### config.mk
export PLATFORM = sky130hd
export DESIGN_NAME = pmu_seq
export DESIGN_NICKNAME = d
export VERILOG_FILES = /design/src/rtl/pmu_seq.sv
export SDC_FILE = /design/constraint.sdc
export NUM_CORES = 1
export LEC_CHECK = 0
export CAP_MARGIN = 40
export CORE_AREA = 10 10 93 79
export DETAILED_ROUTE_END_ITERATION = 12
export DIE_AREA = 0 0 103 89
export PLACE_DENSITY_LB_ADDON = 0.2
export SYNTH_ARGS = -nofsm -noshare
export SYNTH_HDL_FRONTEND = slang
export SYNTH_SLANG_ARGS = --single-unit
### constraint.sdc
create_clock -name clock -period 5.82 [get_ports clock]
set_input_delay 1.164 -clock clock [delete_from_list [all_inputs] [get_ports clock]]
set_output_delay 1.164 -clock clock [all_outputs]
set_load 0.01 [all_outputs]
### src/rtl/pmu_seq.sv
// pmu_seq: sequences CPU power-level / power-mode requests to the power manager.
// The UART is first held off and drained, then a one-cycle change pulse is
// issued, and the sequencer then settles for a fixed time before the next
// request runs.
//
// state  | meaning
// -------+-------------------------------------------------------------
// IDLE   | no request active; accept a new one (or a parked pending one)
// DRAIN  | uart_hold high; wait for 2 idle UART samples or timeout
// APPLY  | one cycle: level_flag or mode_flag pulse, current value updated
// SETTLE | hold-off for SETTLE_CYCLES cycles before IDLE or next request
//
// Ports:
//   clock, rstb        single clock, async active-low reset
//   req_valid/req_data CPU write strobe + request byte
//                      (bit7=1: mode=bit0, bit7=0: level=bits[2:0])
//   uart_busy          UART transmitter / crossing busy
//   status_clr         clears sticky err_timeout and overrun
//   uart_hold          blocks new UART transmits while sequencing
//   level_flag/level   change-level pulse and last applied level
//   mode_flag/mode     change-mode pulse and last applied mode
//   req_busy           high whenever not IDLE
//   status             {req_busy, pend_valid, err_timeout, overrun,
//                       cur_mode, cur_level[2:0]}
module pmu_seq #(
  parameter logic [15:0] DRAIN_TIMEOUT = 16'd60000,
  parameter logic [7:0]  SETTLE_CYCLES = 8'd8
) (
  input  logic       clock,
  input  logic       rstb,
  input  logic       req_valid,
  input  logic [7:0] req_data,
  input  logic       uart_busy,
  input  logic       status_clr,
  output logic       uart_hold,
  output logic       level_flag,
  output logic       mode_flag,
  output logic [2:0] level,
  output logic       mode,
  output logic       req_busy,
  output logic [7:0] status
);

  typedef enum logic [1:0] {
    S_IDLE   = 2'd0,
    S_DRAIN  = 2'd1,
    S_APPLY  = 2'd2,
    S_SETTLE = 2'd3
  } state_t;

  state_t      state_q, state_d;
  logic [7:0]  act_q, act_d;
  logic [7:0]  pend_q, pend_d;
  logic        pend_valid_q, pend_valid_d;
  logic        err_q, err_d;
  logic        ovr_q, ovr_d;
  logic [15:0] tmo_q, tmo_d;
  logic        run_q, run_d;
  logic [7:0]  settle_q, settle_d;
  logic [2:0]  cur_level_q, cur_level_d;
  logic        cur_mode_q, cur_mode_d;
  logic        level_flag_q, level_flag_d;
  logic        mode_flag_q, mode_flag_d;
  logic        hold_q, busy_q;

  logic dup_req, dup_pend;
  logic enter_drain, go_apply, consume, take_direct, err_set, ovr_set;

  // A level request matching the current level is a no-op; mode requests
  // are always applied.
  assign dup_req  = !req_data[7] && (req_data[2:0] == cur_level_q);
  assign dup_pend = !pend_q[7] && (pend_q[2:0] == cur_level_q);

  always_comb begin
    state_d      = state_q;
    act_d        = act_q;
    pend_d       = pend_q;
    pend_valid_d = pend_valid_q;
    tmo_d        = tmo_q;
    run_d        = run_q;
    settle_d     = settle_q;
    cur_level_d  = cur_level_q;
    cur_mode_d   = cur_mode_q;
    level_flag_d = 1'b0;
    mode_flag_d  = 1'b0;
    enter_drain  = 1'b0;
    go_apply     = 1'b0;
    consume      = 1'b0;
    take_direct  = 1'b0;
    err_set      = 1'b0;
    ovr_set      = 1'b0;

    case (state_q)
      S_IDLE: begin
        // A request parked during the final SETTLE cycle is served first.
        if (pend_valid_q) begin
          consume = 1'b1;
          if (!dup_pend) begin
            act_d       = pend_q;
            enter_drain = 1'b1;
          end
        end else if (req_valid) begin
          take_direct = 1'b1;
          if (!dup_req) begin
            act_d       = req_data;
            enter_drain = 1'b1;
          end
        end
      end
      S_DRAIN: begin
        if (!uart_busy && run_q) begin
          go_apply = 1'b1;
        end else if (tmo_q == '0) begin
          go_apply = 1'b1;
          err_set  = 1'b1;
        end else begin
          tmo_d = tmo_q - 16'd1;
          run_d = !uart_busy;
        end
      end
      S_APPLY: begin
        state_d  = S_SETTLE;
        settle_d = SETTLE_CYCLES - 8'd1;
      end
      S_SETTLE: begin
        if (settle_q == '0) begin
          state_d = S_IDLE;
          if (pend_valid_q) begin
            consume = 1'b1;
            if (!dup_pend) begin
              act_d       = pend_q;
              enter_drain = 1'b1;
            end
          end
        end else begin
          settle_d = settle_q - 8'd1;
        end
      end
      default: state_d = S_IDLE;
    endcase

    if (enter_drain) begin
      state_d = S_DRAIN;
      tmo_d   = DRAIN_TIMEOUT - 16'd1;
      run_d   = 1'b0;
    end

    if (go_apply) begin
      state_d = S_APPLY;
      if (act_q[7]) begin
        mode_flag_d = 1'b1;
        cur_mode_d  = act_q[0];
      end else begin
        level_flag_d = 1'b1;
        cur_level_d  = act_q[2:0];
      end
    end

    if (consume) pend_valid_d = 1'b0;

    // Any request not taken directly from IDLE is parked. Overwriting a
    // pending request that is not being consumed this cycle is an overrun.
    if (req_valid && !take_direct) begin
      pend_d       = req_data;
      pend_valid_d = 1'b1;
      if (pend_valid_q && !consume) ovr_set = 1'b1;
    end

    // Set events win over a simultaneous clear.
    err_d = err_set | (err_q & ~status_clr);
    ovr_d = ovr_set | (ovr_q & ~status_clr);
  end

  always_ff @(posedge clock or negedge rstb) begin
    if (!rstb) begin
      state_q      <= S_IDLE;
      act_q        <= '0;
      pend_q       <= '0;
      pend_valid_q <= 1'b0;
      err_q        <= 1'b0;
      ovr_q        <= 1'b0;
      tmo_q        <= '0;
      run_q        <= 1'b0;
      settle_q     <= '0;
      cur_level_q  <= '0;
      cur_mode_q   <= 1'b0;
      level_flag_q <= 1'b0;
      mode_flag_q  <= 1'b0;
      hold_q       <= 1'b0;
      busy_q       <= 1'b0;
    end else begin
      state_q      <= state_d;
      act_q        <= act_d;
      pend_q       <= pend_d;
      pend_valid_q <= pend_valid_d;
      err_q        <= err_d;
      ovr_q        <= ovr_d;
      tmo_q        <= tmo_d;
      run_q        <= run_d;
      settle_q     <= settle_d;
      cur_level_q  <= cur_level_d;
      cur_mode_q   <= cur_mode_d;
      level_flag_q <= level_flag_d;
      mode_flag_q  <= mode_flag_d;
      hold_q       <= (state_d != S_IDLE);
      busy_q       <= (state_d != S_IDLE);
    end
  end

  assign uart_hold  = hold_q;
  assign req_busy   = busy_q;
  assign level_flag = level_flag_q;
  assign mode_flag  = mode_flag_q;
  assign level      = cur_level_q;
  assign mode       = cur_mode_q;
  assign status     = {busy_q, pend_valid_q, err_q, ovr_q, cur_mode_q, cur_level_q};

endmodule
### Word level (Yosys, flattened, before mapping)

Cells that the tools add are included.

| word-level totals | value |
|---|---|
| word-level logic and storage cells | 104 |
| bits of input ports | 13 |
| bits in latches | 0 |
| memories kept | 0 |
| bits in registers | 53 |
| ROM bits | 0 |
| bits in writable memories | 0 |

| operators by class | value |
|---|---|
| reductions and logical operators | 23 |
| mux-type cells | 47 |
| $lt $le $gt $ge | 0 |
| shift operators | 0 |
| equal/unequal tests | 12 |
| bitwise operators | 6 |
| add/subtract/negate cells | 2 |
| divide/modulo/power cells | 0 |
| multipliers | 0 |

Operators with widths:

| cell | number |
|---|---|
| 2-to-1 mux 16 bit | 4 |
| 2-to-1 mux 8 bit | 7 |
| one-hot mux 8 bit (2 select lines) | 2 |
| 2-to-1 mux 1 bit | 28 |
| logical NOT 16 bit | 1 |
| subtractor 16 x 1 -> 16 bit, second input constant | 1 |
| inequality test 2 bit, second input constant | 5 |
| nonzero test 2 bit | 5 |
| logical NOT 8 bit | 1 |
| subtractor 8 x 1 -> 8 bit, second input constant | 1 |
| == test 3 bit | 2 |
| 2-to-1 mux 2 bit | 3 |
| inequality test 3 bit, second input constant | 2 |
| AND reduction 2 bit | 3 |
| logical AND 1 bit | 5 |
| logical NOT 1 bit | 5 |
| AND reduction 5 bit | 1 |
| == test 2 bit, second input constant | 2 |
| one-hot mux 1 bit (2 select lines) | 2 |
| one-hot mux 2 bit (2 select lines) | 1 |
| AND reduction 3 bit | 1 |
| bitwise AND 1 bit | 2 |
| == test 2 x 1 -> 1 bit, second input constant | 1 |
| logical NOT 2 bit | 1 |
| 2 further kinds | 4 |

### Longest topological paths before layout

| depth | value |
|---|---|
| depth in word-level cells | 9 |
| mapped depth | 8 |
| gate-level depth less buffers | 6 |

### Least setup slack after synthesis

OpenSTA, ideal clock, no wires.

| timing | value |
|---|---|
| path kind | input to register |
| start | in req_data[2] |
| end | reg tmo_q[3] |
| arrival | 2,376 ps |
| slack | 3,299 ps |
| stages | 5 |
| path through | xor2_1 -> o41ai_1 -> o41a_1 -> clkbuf_1 -> o211ai_1 |

| on the way | value |
|---|---|
| cells in the longest elaborated chain, start to end | 8 |
| elaborated cells between the ends (all ways) | 11 |
| those cells by class | eq/ne (3); mux (5); reduce/logical (3) |

RTL lines:

| what | RTL line | source |
|---|---|---|
| start: declaration | 32 | `input logic [7:0] req_data,` |
| == test 3 bit * | 71 | `assign dup_req = !req_data[7] && (req_data[2:0] == cur_level_q);` |
| logical AND 1 bit * | 71 |  |
| 2-to-1 mux 1 bit * | 104 | `if (!dup_req) begin` |
| 2-to-1 mux 1 bit * | 102 | `end else if (req_valid) begin` |
| 2-to-1 mux 1 bit * | 96 | `if (pend_valid_q) begin` |
| one-hot mux 1 bit (2 select lines) * | 93 | `case (state_q)` |
| inequality test 2 bit (no source line) or nonzero test 2 bit (tied branches) | -- |  |
| AND reduction 3 bit (no source line) | -- |  |
| end signal: assignment | 198 | `tmo_q <= tmo_d;` |
| end: declaration | 57 | `logic [15:0] tmo_q, tmo_d;` |

Every way passes the cells marked *; elsewhere a longest branch is shown, timed or not.
A chain may end at the register's enable or synchronous reset.

### Worst setup path after layout

| timing | value |
|---|---|
| start | in req_data[2] |
| end | reg tmo_q[1] |

The elaborated chain is that of the path after synthesis.

==> impl_metrics.toml <==
[floorplan]
start_util = 0.4651
rows = 25
core-area_um2 = 5630
io_pins = 29
die_x_um = 103
die-area_um2 = 9167
die_height_um = 89

[timing]
skew_ns = 0.005042
period_share = 0.5043
max_freq_ghz = 0.3407
final.min_clock_period_ns = 2.935
rsz0062_at_grt = "false"
finalSetupViolCount = 0
hold_viol = 0
fin_hold_ws_ns = 0.5196
slew_violations = 0
worstMarginPinSlew_ns = 0.8724
max_slew_margin = 0.4121
setup-tns-final_ns = 0

[setup_path]
r2r_cells = 4
crit_fanout = 12
critical_path_arrival_ns = 3.07
cp-end-kind = "flop"
crit_type = "input port to flop"
startpoint_type = "input port"
worstPathRequired_ns = 5.96

[pwr]
power.density_nw_per_um2 = 394.2
p_leak_nw = 1.167
ir_worst_vdd_mv = 0.1865

[synth]
syn-num-nets = 283
yosysTopAreaCell = "dfrtp_1"
yosysMostFrequentCell = "dfrtp_1"
synthCells = 262
yosysWarnings = 0
synth_flop_cell = "dfrtp_1"
synth_edf_count = 0
yosysTopAreaCellShare = 0.4300
yosys-top-cells-area = "dfrtp_1, mux2_2, ha_1, o21ai_0, o31ai_1"
syn_avg_cell_area_um2 = 9.995
syn_area_um2 = 2619
ys_ff_latch = 45
synthArstFlopShare = 1.000
synthTopCellsByCount = "dfrtp_1, o21ai_0, a21oi_1, inv_1"
ys_seq_area_frac = 0.4300
yosysUniqueCellTypes = 57

[routing]
dr_total_vias = 2071
drtPass1Iterations = 4
top_layer_used = "met4"
wl_um = 5785
met1_length_um = 2916
viasPerCell = 6.073
wire_per_inst_um = 16.96
met3_length_um = 307
first_iter_violations = 113
detail-route-antenna-nets = 0
drcViolationCount = 0
dr_wl_met2_um = 2536

[min_path]
hold_path_class = "flop to flop"
hold_depth = 1

[global_route]
grt_pass1_wl_um = 9894
globalRouteOverflowTotal = 0
grt_pass1_vias = 1936
grt_max_degree = 30
track_usage = 0.1361
antenna_found_initial = 0

[clock_network]
cts_hold_buf = 0
cts_setup_buffers = 0
cts_tree = "yes"
cts.repair.resized = 0
numCtsBuffers = 5
path_clk_slew_ns = 0.09
clock-sinks = 45
cts-htree-levels = 2
clock_latency_ns = 0.30
cts-root-buf = "clkbuf_8"
clock_path_buffers = 2

[placement]
portBuffers = 24
post-place-cells = 333
finalWeightedCongestion = 0.8230
hpwl_um = 4075
placed_area_um2 = 2835

[run]
cap_violations = 0

[final_layout]
final_cells = 341
antenna_cells = 0
fin_nets = 294
final_area_um2 = 2952
drive_gt1_frac = 0.1058
syn2layout_area_growth_pct = 12.71

[status]
status = "completed"
==> stage by stage <==
step | util | worst slack, ns | total power [W]
finish | 0.5242 | 2.885 | 0.001164
global route | 0.5242 | 2.719 | 0.001253
CTS | 0.5242 | 2.857 | 0.001172
detailed placement | 0.5036 | 2.542 | 0.0009185
global placement | 0.5000 | 2.559 | 0.0009029
floorplan | - | 3.299 | 0.0007913
==> power by group <==
group / internal [W] / switching [W] / total (W)
Sequential: 0.000391 / 0.0000876 / 0.000478
Clock: 0.000140 / 0.000109 / 0.000249
Combinational: 0.000193 / 0.000243 / 0.000436
==> critical path, stage by stage <==
cell             delay, ns
clkdlybuf4s50_1       0.45
xor2_1                0.18
o41ai_1               0.49
o41a_1                0.56
o311ai_0              0.23
==> routing by layer <==
| layer | up-vias | GRT usage |
|---|---|---|
| met3 | 4 | 0.04560 |
| met1 | 1024 | 0.1887 |
| li1 | 1009 | - |
| met5 | - | 0 |
| met2 | 34 | 0.1978 |
| met4 | 0 | 0.03531 |
==> cell usage in the layout (no fill, tap or decap), types with 7 or more instances in the layout <==
cell type / count
a21oi_1: 14
clkdlybuf4s50_1: 23
dfrtp_1: 45
ha_1: 8
inv_1: 11
mux2_2: 9
nand2_1: 8
nand3_1: 10
nor3_1: 7
o21ai_0: 17
o31ai_1: 10
or4_1: 10
xor2_1: 8
==> cell families (layout without fill, tap and decap cells) <==
family                   count (synthesis)  count (layout)  share of synthesized area
AO/OA/AOI/OAI                           72              72                     0.1840
XOR/XNOR                                 9               9                    0.03010
adder cells (fa/ha/maj)                  8               8                    0.03822
buffers and inverters                   32              44                    0.06259
flip-flops                              45              45                     0.4300
multiplexers                            10              10                    0.04252
AND/OR/NAND/NOR                         86              86                     0.2126
==> sequential cells by signal (all words and copies together) (netlist names), 2 cells and up <==
signal,count
state_q,2
settle_q,8
level,3
pend_q,4
act_q,4
tmo_q,16
==> final cells by class <==
class	instances	area [um2]
flip-flops and latches	45	1126
repair buffers	25	255.2
well taps	67	83.83
multi-input cells	185	1329
clock buffers	7	86.33
clock inverters	1	30.03
fillers	508	2679
inverters	11	41.29
==> final timing paths <==
kind	from	end	slack, ns
setup / recovery	req_data[2]	tmo_q[1]	2.88
hold / removal	act_q[2]	level[2]	0.52
setup reg to reg	state_q[1]	state_q[1]	3.25
hold reg to reg	act_q[2]	level[2]	0.52
max in group asynchronous	rstb	tmo_q[3]	4.53
min in group asynchronous	rstb	settle_q[2]	0.79
Note: power is estimated with default switching activity, not from simulation.
